==> src/rtl/data_width_pkg.sv <==
// Shared data-path width used across the register-stage blocks.
package data_width_pkg;

  typedef logic [7:0] t_dw;

endpackage

==> src/rtl/fifo_sync_pkg.sv <==
// Types, defaults and helpers for the synchronous FWFT FIFO.
package fifo_sync_pkg;

  typedef data_width_pkg::t_dw t_dw;

  localparam int DEPTH_DEF = 8;
  localparam int CW_DEF    = $clog2(DEPTH_DEF) + 1;

  typedef logic [CW_DEF-1:0] t_cnt;

  // Callers truncate the result to the pointer width, so the wrap is natural.
  function automatic int unsigned f_ptr_inc(input int unsigned ptr);
    return ptr + 32'd1;
  endfunction

endpackage

==> src/rtl/fifo_mem.sv <==
// DEPTH x t_dw register array: clocked write, combinational read.
module fifo_mem
  import fifo_sync_pkg::*;
#(
  parameter  int DEPTH = DEPTH_DEF,
  localparam int AW    = $clog2(DEPTH)
) (
  input  logic          clk,
  input  logic          rst,
  input  logic          we,
  input  logic [AW-1:0] waddr,
  input  t_dw           wdata,
  input  logic [AW-1:0] raddr,
  output t_dw           rdata
);

  t_dw mem [DEPTH];

  always_ff @(posedge clk or negedge rst) begin
    if (!rst) begin
      for (int i = 0; i < DEPTH; i++) begin
        mem[i] <= '0;
      end
    end else if (we) begin
      mem[waddr] <= wdata;
    end
  end

  assign rdata = mem[raddr];

endmodule

==> src/rtl/fifo_sync.sv <==
// Single-clock first-word-fall-through FIFO with sticky overflow/underflow flags.
module fifo_sync
  import fifo_sync_pkg::*;
#(
  parameter  int DEPTH = DEPTH_DEF,
  localparam int CW    = $clog2(DEPTH) + 1
) (
  input  logic          clk,
  input  logic          rst,
  input  logic          i_push,
  input  t_dw           i_data,
  input  logic          i_pop,
  input  logic          i_clr_err,
  output t_dw           o_data,
  output logic          o_empty,
  output logic          o_full,
  output logic [CW-1:0] o_count,
  output logic          o_ovf,
  output logic          o_udf
);

  localparam int AW = $clog2(DEPTH);

  logic [AW-1:0] wr_ptr;
  logic [AW-1:0] rd_ptr;
  logic [CW-1:0] count;
  logic          push_ok;
  logic          pop_ok;
  logic          ovf_evt;
  logic          udf_evt;

  // Status is decoded from the count register only, never from the requests.
  assign o_empty = (count == '0);
  assign o_full  = (count == CW'(DEPTH));
  assign o_count = count;

  // A pop in the same cycle frees the slot, so a push into a full FIFO is kept.
  assign push_ok = i_push & (~o_full | i_pop);
  assign pop_ok  = i_pop & ~o_empty;
  assign ovf_evt = i_push & o_full & ~i_pop;
  assign udf_evt = i_pop & o_empty;

  fifo_mem #(.DEPTH(DEPTH)) u_mem (
    .clk   (clk),
    .rst   (rst),
    .we    (push_ok),
    .waddr (wr_ptr),
    .wdata (i_data),
    .raddr (rd_ptr),
    .rdata (o_data)
  );

  always_ff @(posedge clk or negedge rst) begin
    if (!rst) begin
      wr_ptr <= '0;
      rd_ptr <= '0;
      count  <= '0;
      o_ovf  <= 1'b0;
      o_udf  <= 1'b0;
    end else begin
      if (push_ok) begin
        wr_ptr <= AW'(f_ptr_inc(32'(wr_ptr)));
      end
      if (pop_ok) begin
        rd_ptr <= AW'(f_ptr_inc(32'(rd_ptr)));
      end
      case ({push_ok, pop_ok})
        2'b10:   count <= count + CW'(1);
        2'b01:   count <= count - CW'(1);
        default: count <= count;
      endcase
      // Set wins over a simultaneous clear.
      o_ovf <= ovf_evt | (o_ovf & ~i_clr_err);
      o_udf <= udf_evt | (o_udf & ~i_clr_err);
    end
  end

endmodule

==> config.mk <==
export PLATFORM = sky130hd
export DESIGN_NAME = fifo_sync
export DESIGN_NICKNAME = d
export VERILOG_FILES = /design/src/rtl/data_width_pkg.sv /design/src/rtl/fifo_sync_pkg.sv /design/src/rtl/fifo_mem.sv /design/src/rtl/fifo_sync.sv
export SDC_FILE = /design/constraint.sdc
export NUM_CORES = 1
export LEC_CHECK = 0
export ABC_AREA = 1
export ABC_CLOCK_PERIOD_IN_PS = 2100
export CAP_MARGIN = 20
export CELL_PAD_IN_SITES_DETAIL_PLACEMENT = 1
export CELL_PAD_IN_SITES_GLOBAL_PLACEMENT = 2
export CORE_ASPECT_RATIO = 0.5
export CORE_MARGIN = 2
export CORE_UTILIZATION = 32
export DETAILED_ROUTE_END_ITERATION = 8
export HOLD_SLACK_MARGIN = 0.06
export MAX_ROUTING_LAYER = met4
export PLACE_DENSITY = 0.77
export SYNTH_ARGS = -nofsm -noshare
export SYNTH_HDL_FRONTEND = slang
export SYNTH_SLANG_ARGS = --single-unit
==> constraint.sdc <==
create_clock -name clk -period 2.1 [get_ports clk]
set_clock_uncertainty 0.15 [all_clocks]
set_input_delay 0.21 -clock clk [delete_from_list [all_inputs] [get_ports clk]]
set_output_delay 0.21 -clock clk [all_outputs]
set_load 0.1 [all_outputs]
# After elaboration in Yosys (flattened, before gate mapping)
# Cells that the tools add are included.
# word_totals
regBits	76
in_bits	13
# op_classes
addsub	4
n_lt_le_gt_ge	3
eq_ne	3
mux	7
n_bitwise	16
reduce_logical	3
# ops
op	n
bitwise mux 64 bit	1
binary-select mux 8 bit (select 3 bit)	1
demux 8 bit (select 3 bit)	1
two-way mux 8 bit	3
greater-or-equal comparator 4 bit, second input constant	2
NOT 3 -> 4 bit	2
one-hot mux 4 bit (2 select lines)	1
AND 1 bit	7
adder 3 x 1 -> 3 bit, second input constant	2
adder 4 x 1 -> 4 bit, second input constant	1
== test 4 bit, second input constant	1
zero test 4 bit	1
less-than comparator 4 x 1 -> 1 bit, second input constant	1
NOT 1 bit	4
subtractor 4 x 1 -> 4 bit, second input constant	1
bitwise OR 1 bit	3
== test 2 x 1 -> 1 bit, second input constant	1
== test 2 bit, second input constant	1
nonzero test 2 bit	1
logical AND 1 bit	1

# Logic depth before layout (Yosys ltp)
# depth
ltp_word	6
depth_mapped	13
depth_no_buf	13

# Cells and area by module
# From an unflattened synthesis, not the netlist that was laid out.
# unflattened
cells_unflattened	515
hier_area_um2	3883.7
# by_module_without_submodules
module	n_inst	cells_each	area_each_um2	seq_area_each_um2
fifo_mem	1	439	3189.3	1601.5
fifo_sync	1	76	694.4	300.3

# Least setup slack after synthesis
# No wires, ideal clock.
# synth_timing
kind	flip-flop to flip-flop
from	reg count[3] (netlist: o_count[3])
to	reg o_ovf
setup_time_ns	0.088
arrival_ns	4.383
slack_ns	-2.521
stages_incl_launch_ff	5
period_less_slack_ns	4.621
path_cell_list	dfrtp_1 > inv_1 > nor4_1 > nand3_1 > o21ai_0
# synth_via
elab_chain_len	4
# synth_rtl
item	line_no	rtl
from (decl)	fifo_sync.sv:26	logic [CW-1:0] count;
from (signal assigned)	fifo_sync.sv:68	2'b10: count <= count + CW'(1);
from (signal assigned)	fifo_sync.sv:69	2'b01: count <= count - CW'(1);
from (signal assigned)	fifo_sync.sv:70	default: count <= count;
== test 4 bit	fifo_sync.sv:34	assign o_full = (count == CW'(DEPTH));
net o_full	fifo_sync.sv:16	output logic o_full,
AND 1 bit (2 in a row)	fifo_sync.sv:40	assign ovf_evt = i_push & o_full & ~i_pop;
bitwise OR 1 bit	fifo_sync.sv:73	o_ovf <= ovf_evt | (o_ovf & ~i_clr_err);
to (signal assigned)	fifo_sync.sv:73	
to (decl)	fifo_sync.sv:18	output logic o_ovf,
# The timed path passes the listed nets, and every way through them passes these cells.
# A chain may end at the register's enable or synchronous reset.

# Worst setup path after layout
# layout_timing
from	reg rd_ptr[1]
to	out o_data[0]
# layout_via
elab_chain_len	4
# layout_rtl
item	line_no	rtl
from (decl)	fifo_sync.sv:25	logic [AW-1:0] rd_ptr;
from (signal assigned)	fifo_sync.sv:65	rd_ptr <= AW'(f_ptr_inc(32'(rd_ptr)));
NOT 3 -> 4 bit (not written as such)	fifo_mem.sv:29	assign rdata = mem[raddr];
binary-select mux 8 bit (select 3 bit)	fifo_mem.sv:29	
two-way mux 8 bit (not written as such) (2 in a row)	fifo_mem.sv:29	
to (decl)	fifo_sync.sv:14	output t_dw o_data,
# No other way between the ends. The select of a mux whose other input is x is not followed.

==> results.ini <==
[finish]
drive_gt1_share_pct = 24.33
postLayoutCellArea_mm2 = 0.004861
multi_input_area_mm2 = 0.001692
nets = 498
final_core_util_pct = 43.74
area_growth_pct = 32.01
num_antenna_cells = 0
fillers = 1262
seq_area_mm2 = 0.001919

[floorplanning]
dieWidth_um = 155.7
core_mm2 = 0.01111
start_util_pct = 33.13
die_h_um = 79.85
die-area_mm2 = 0.01243
ios = 29
row_count = 27

[worst_setup_path]
cp_num_cells = 7
slowest_stage = dfrtp_2
arrival_ps = 1700
crit_start = rd_ptr[1]
path_cells = clkbuf_16 -> nor2_4 -> o21ai_2 -> o21ai_1 -> nand2_1 -> nand2_2 -> buf_12
start_kind = register
crit_buf_inv = 2
required_ps = 1740
cpPeakStageDelay_ps = 500
critPathCaptureType = primary output
reg2regPathDepth = 11
r2r_start = o_count[0]
crit_type = register to primary output
critPathTopFamily = flip-flops
path_max_fanout = 8

[global_routing]
track_usage_pct = 18.79
antenna_found_initial = 0
grt_max_degree = 50
grt_pass1_vias = 3218
grt_pass1_wl_mm = 16.95
overflow = 0

[synth]
yosysTopAreaCell = dfrtp_1
synthCells = 437
ys.warnings.count = 0
muxShareOfSynthArea_pct = 0
synth_xor_area_share_pct = 1.665
synth_seq_cells = 76
ys_seq_area_share_pct = 51.65
syn_area_mm2 = 0.003682
synthAdderAreaFrac_pct = 1.699
synth_top_area_share_pct = 51.65
ys_top_cells_by_area = dfrtp_1 (52%), nand2_1 (11%), o21ai_1 (7.9%), o21ai_0 (6.7%), nor2_1 (6.0%)
synth.distinct_cells = 23
syn_nets = 455
synth-simple-area-share_pct = 21.24
syn_avg_cell_area_um2 = 8.426
synth_compound_gate_area_share_pct = 17.23
synth_top_family_by_area = simple AND/OR/NAND/NOR gates

[clock_network]
cts_sinks = 76
cts-htree-levels = 3
clockRootBuffer = clkbuf_16
cts_made_buffers = 9
ctsLongestPathBuffers = 2
clock_latency_ps = 340
cts_tree = built
path_clk_slew_ps = 60

[routing]
viasPerCell = 4.873
ant_nets = 0
via_count = 3070
firstDrtPassIters = 4
drtIter0Drc = 127
drcViolationCount = 0
avgRoutedWirePerCell_um = 16.99
wl_mm = 10.71

[sta]
drv_slew = 0
hold_slack_ps = 194.8
period_needed_ps = 2056
rsz0062_at_grt = true
finalSetupViolCount = 0
finalSetupTns_ps = 0
hold_violations = 0
slew_headroom_pct = 70.60
fmax_mhz = 486.3
period_share_pct = 97.93
worst_pin_slew_ps = 438.3

[placed_design]
dp_hpwl_mm = 6.448
placed_area_mm2 = 0.004283
finalWeightedCongestion = 0.7821
io_buffers = 28

[min_path]
hold_path_class = primary input to async pin

[job]
cap_violations = 0

[outcome]
status = completed

layout by cell type (no fill, tap or decap), types with 4 or more instances in the layout:
cell	n
o21ai_1	82
nand2_4	9
inv_1	22
buf_4	19
nand3_1	4
nand2_2	10
nand2_1	99
buf_12	13
xor2_1	5
o21ai_2	13
nor2_4	5
dfrtp_1	70
clkbuf_16	11
clkdlybuf4s50_1	11
nor2_1	46
dfrtp_4	4
nor2_2	9
o21ai_0	22
sequential cells by signal, summed over array words and instances (netlist names):
signal	cells
o_udf	1
o_count	4
rd_ptr	3
o_ovf	1
wr_ptr	3
u_mem.mem	64
cell type report:
class / instances / share of cell area, %
repair buffers: 50 / 12.79
clock inverters: 5 / 1.699
flip-flops and latches: 76 / 39.49
inverters: 27 / 2.291
clock buffers: 11 / 5.199
multi-input cells: 316 / 34.80
well taps: 145 / 3.732
kinds of logic after synthesis:
group / count (synthesis)
xor gates and xnor gates: 7
DFF: 76
and+or+nand+nor: 185
AOI/OAI and AO/OA: 119
adders and majority gates: 5
buffers and inverters: 45
cells in the mapped netlist:
cell type  number
nand2_1       109
dfrtp_1        76
nor2_1         59
o21ai_1        58
o21ai_0        49
inv_1          25
o21ai_2        10
nand2_4         9
buf_6           8
clkbuf_1        6
xor2_1          6
ha_1            5
nand3_1         5
buf_2           3
a21oi_1         1
buf_1           1
clkinv_1        1
inv_8           1
nand4_2         1
nor2_2          1
nor4_1          1
o22ai_1         1
xnor2_1         1
repair_timing:
| item | CTS | global route |
|---|---|---|
| setup buffers | 0 | 2 |
| cloned | 0 | 3 |
| gates resized for setup | 3 | 73 |
| endpoints found under the hold margin | 27 | 0 |
| setup endpoints to repair | 7 | 11 |
| hold buffers | 1 | 0 |
| pin swaps | 0 | 18 |
final timing paths:
| kind | slack [ps] | end |
|---|---|---|
| worst max-delay path | 40 | o_data[0] |
| worst min-delay path | 190 | o_count[3] |
| worst max register to register | 150 | o_count[2] |
| worst min register to register | 330 | u_mem.mem[47] |
| max in group asynchronous | 970 | u_mem.mem[61] |
| min in group clk | 310 | o_udf |
layer usage:
| layer | track usage, % | vias to the layer above | wire, µm |
|---|---|---|---|
| li1 | - | 1506 | - |
| met1 | 24.87 | 1515 | 5465 |
| met2 | 29.07 | 37 | 4761 |
| met3 | 4.180 | 12 | 343 |
| met4 | 5.780 | 0 | 135 |
| met5 | - | - | 0 |
through the flow:
step           setup slack, ps  instances
2_1_floorplan           -162.5        437
3_3_place_gp            -15.87        608
3_5_place_dp            -66.55        608
4_1_cts                  3.899        625
5_1_grt                 -24.87        630
6_report                 43.56        630
Power is not shown: default switching activity piles up to over one toggle a cycle in this logic, so the estimate is an artifact.
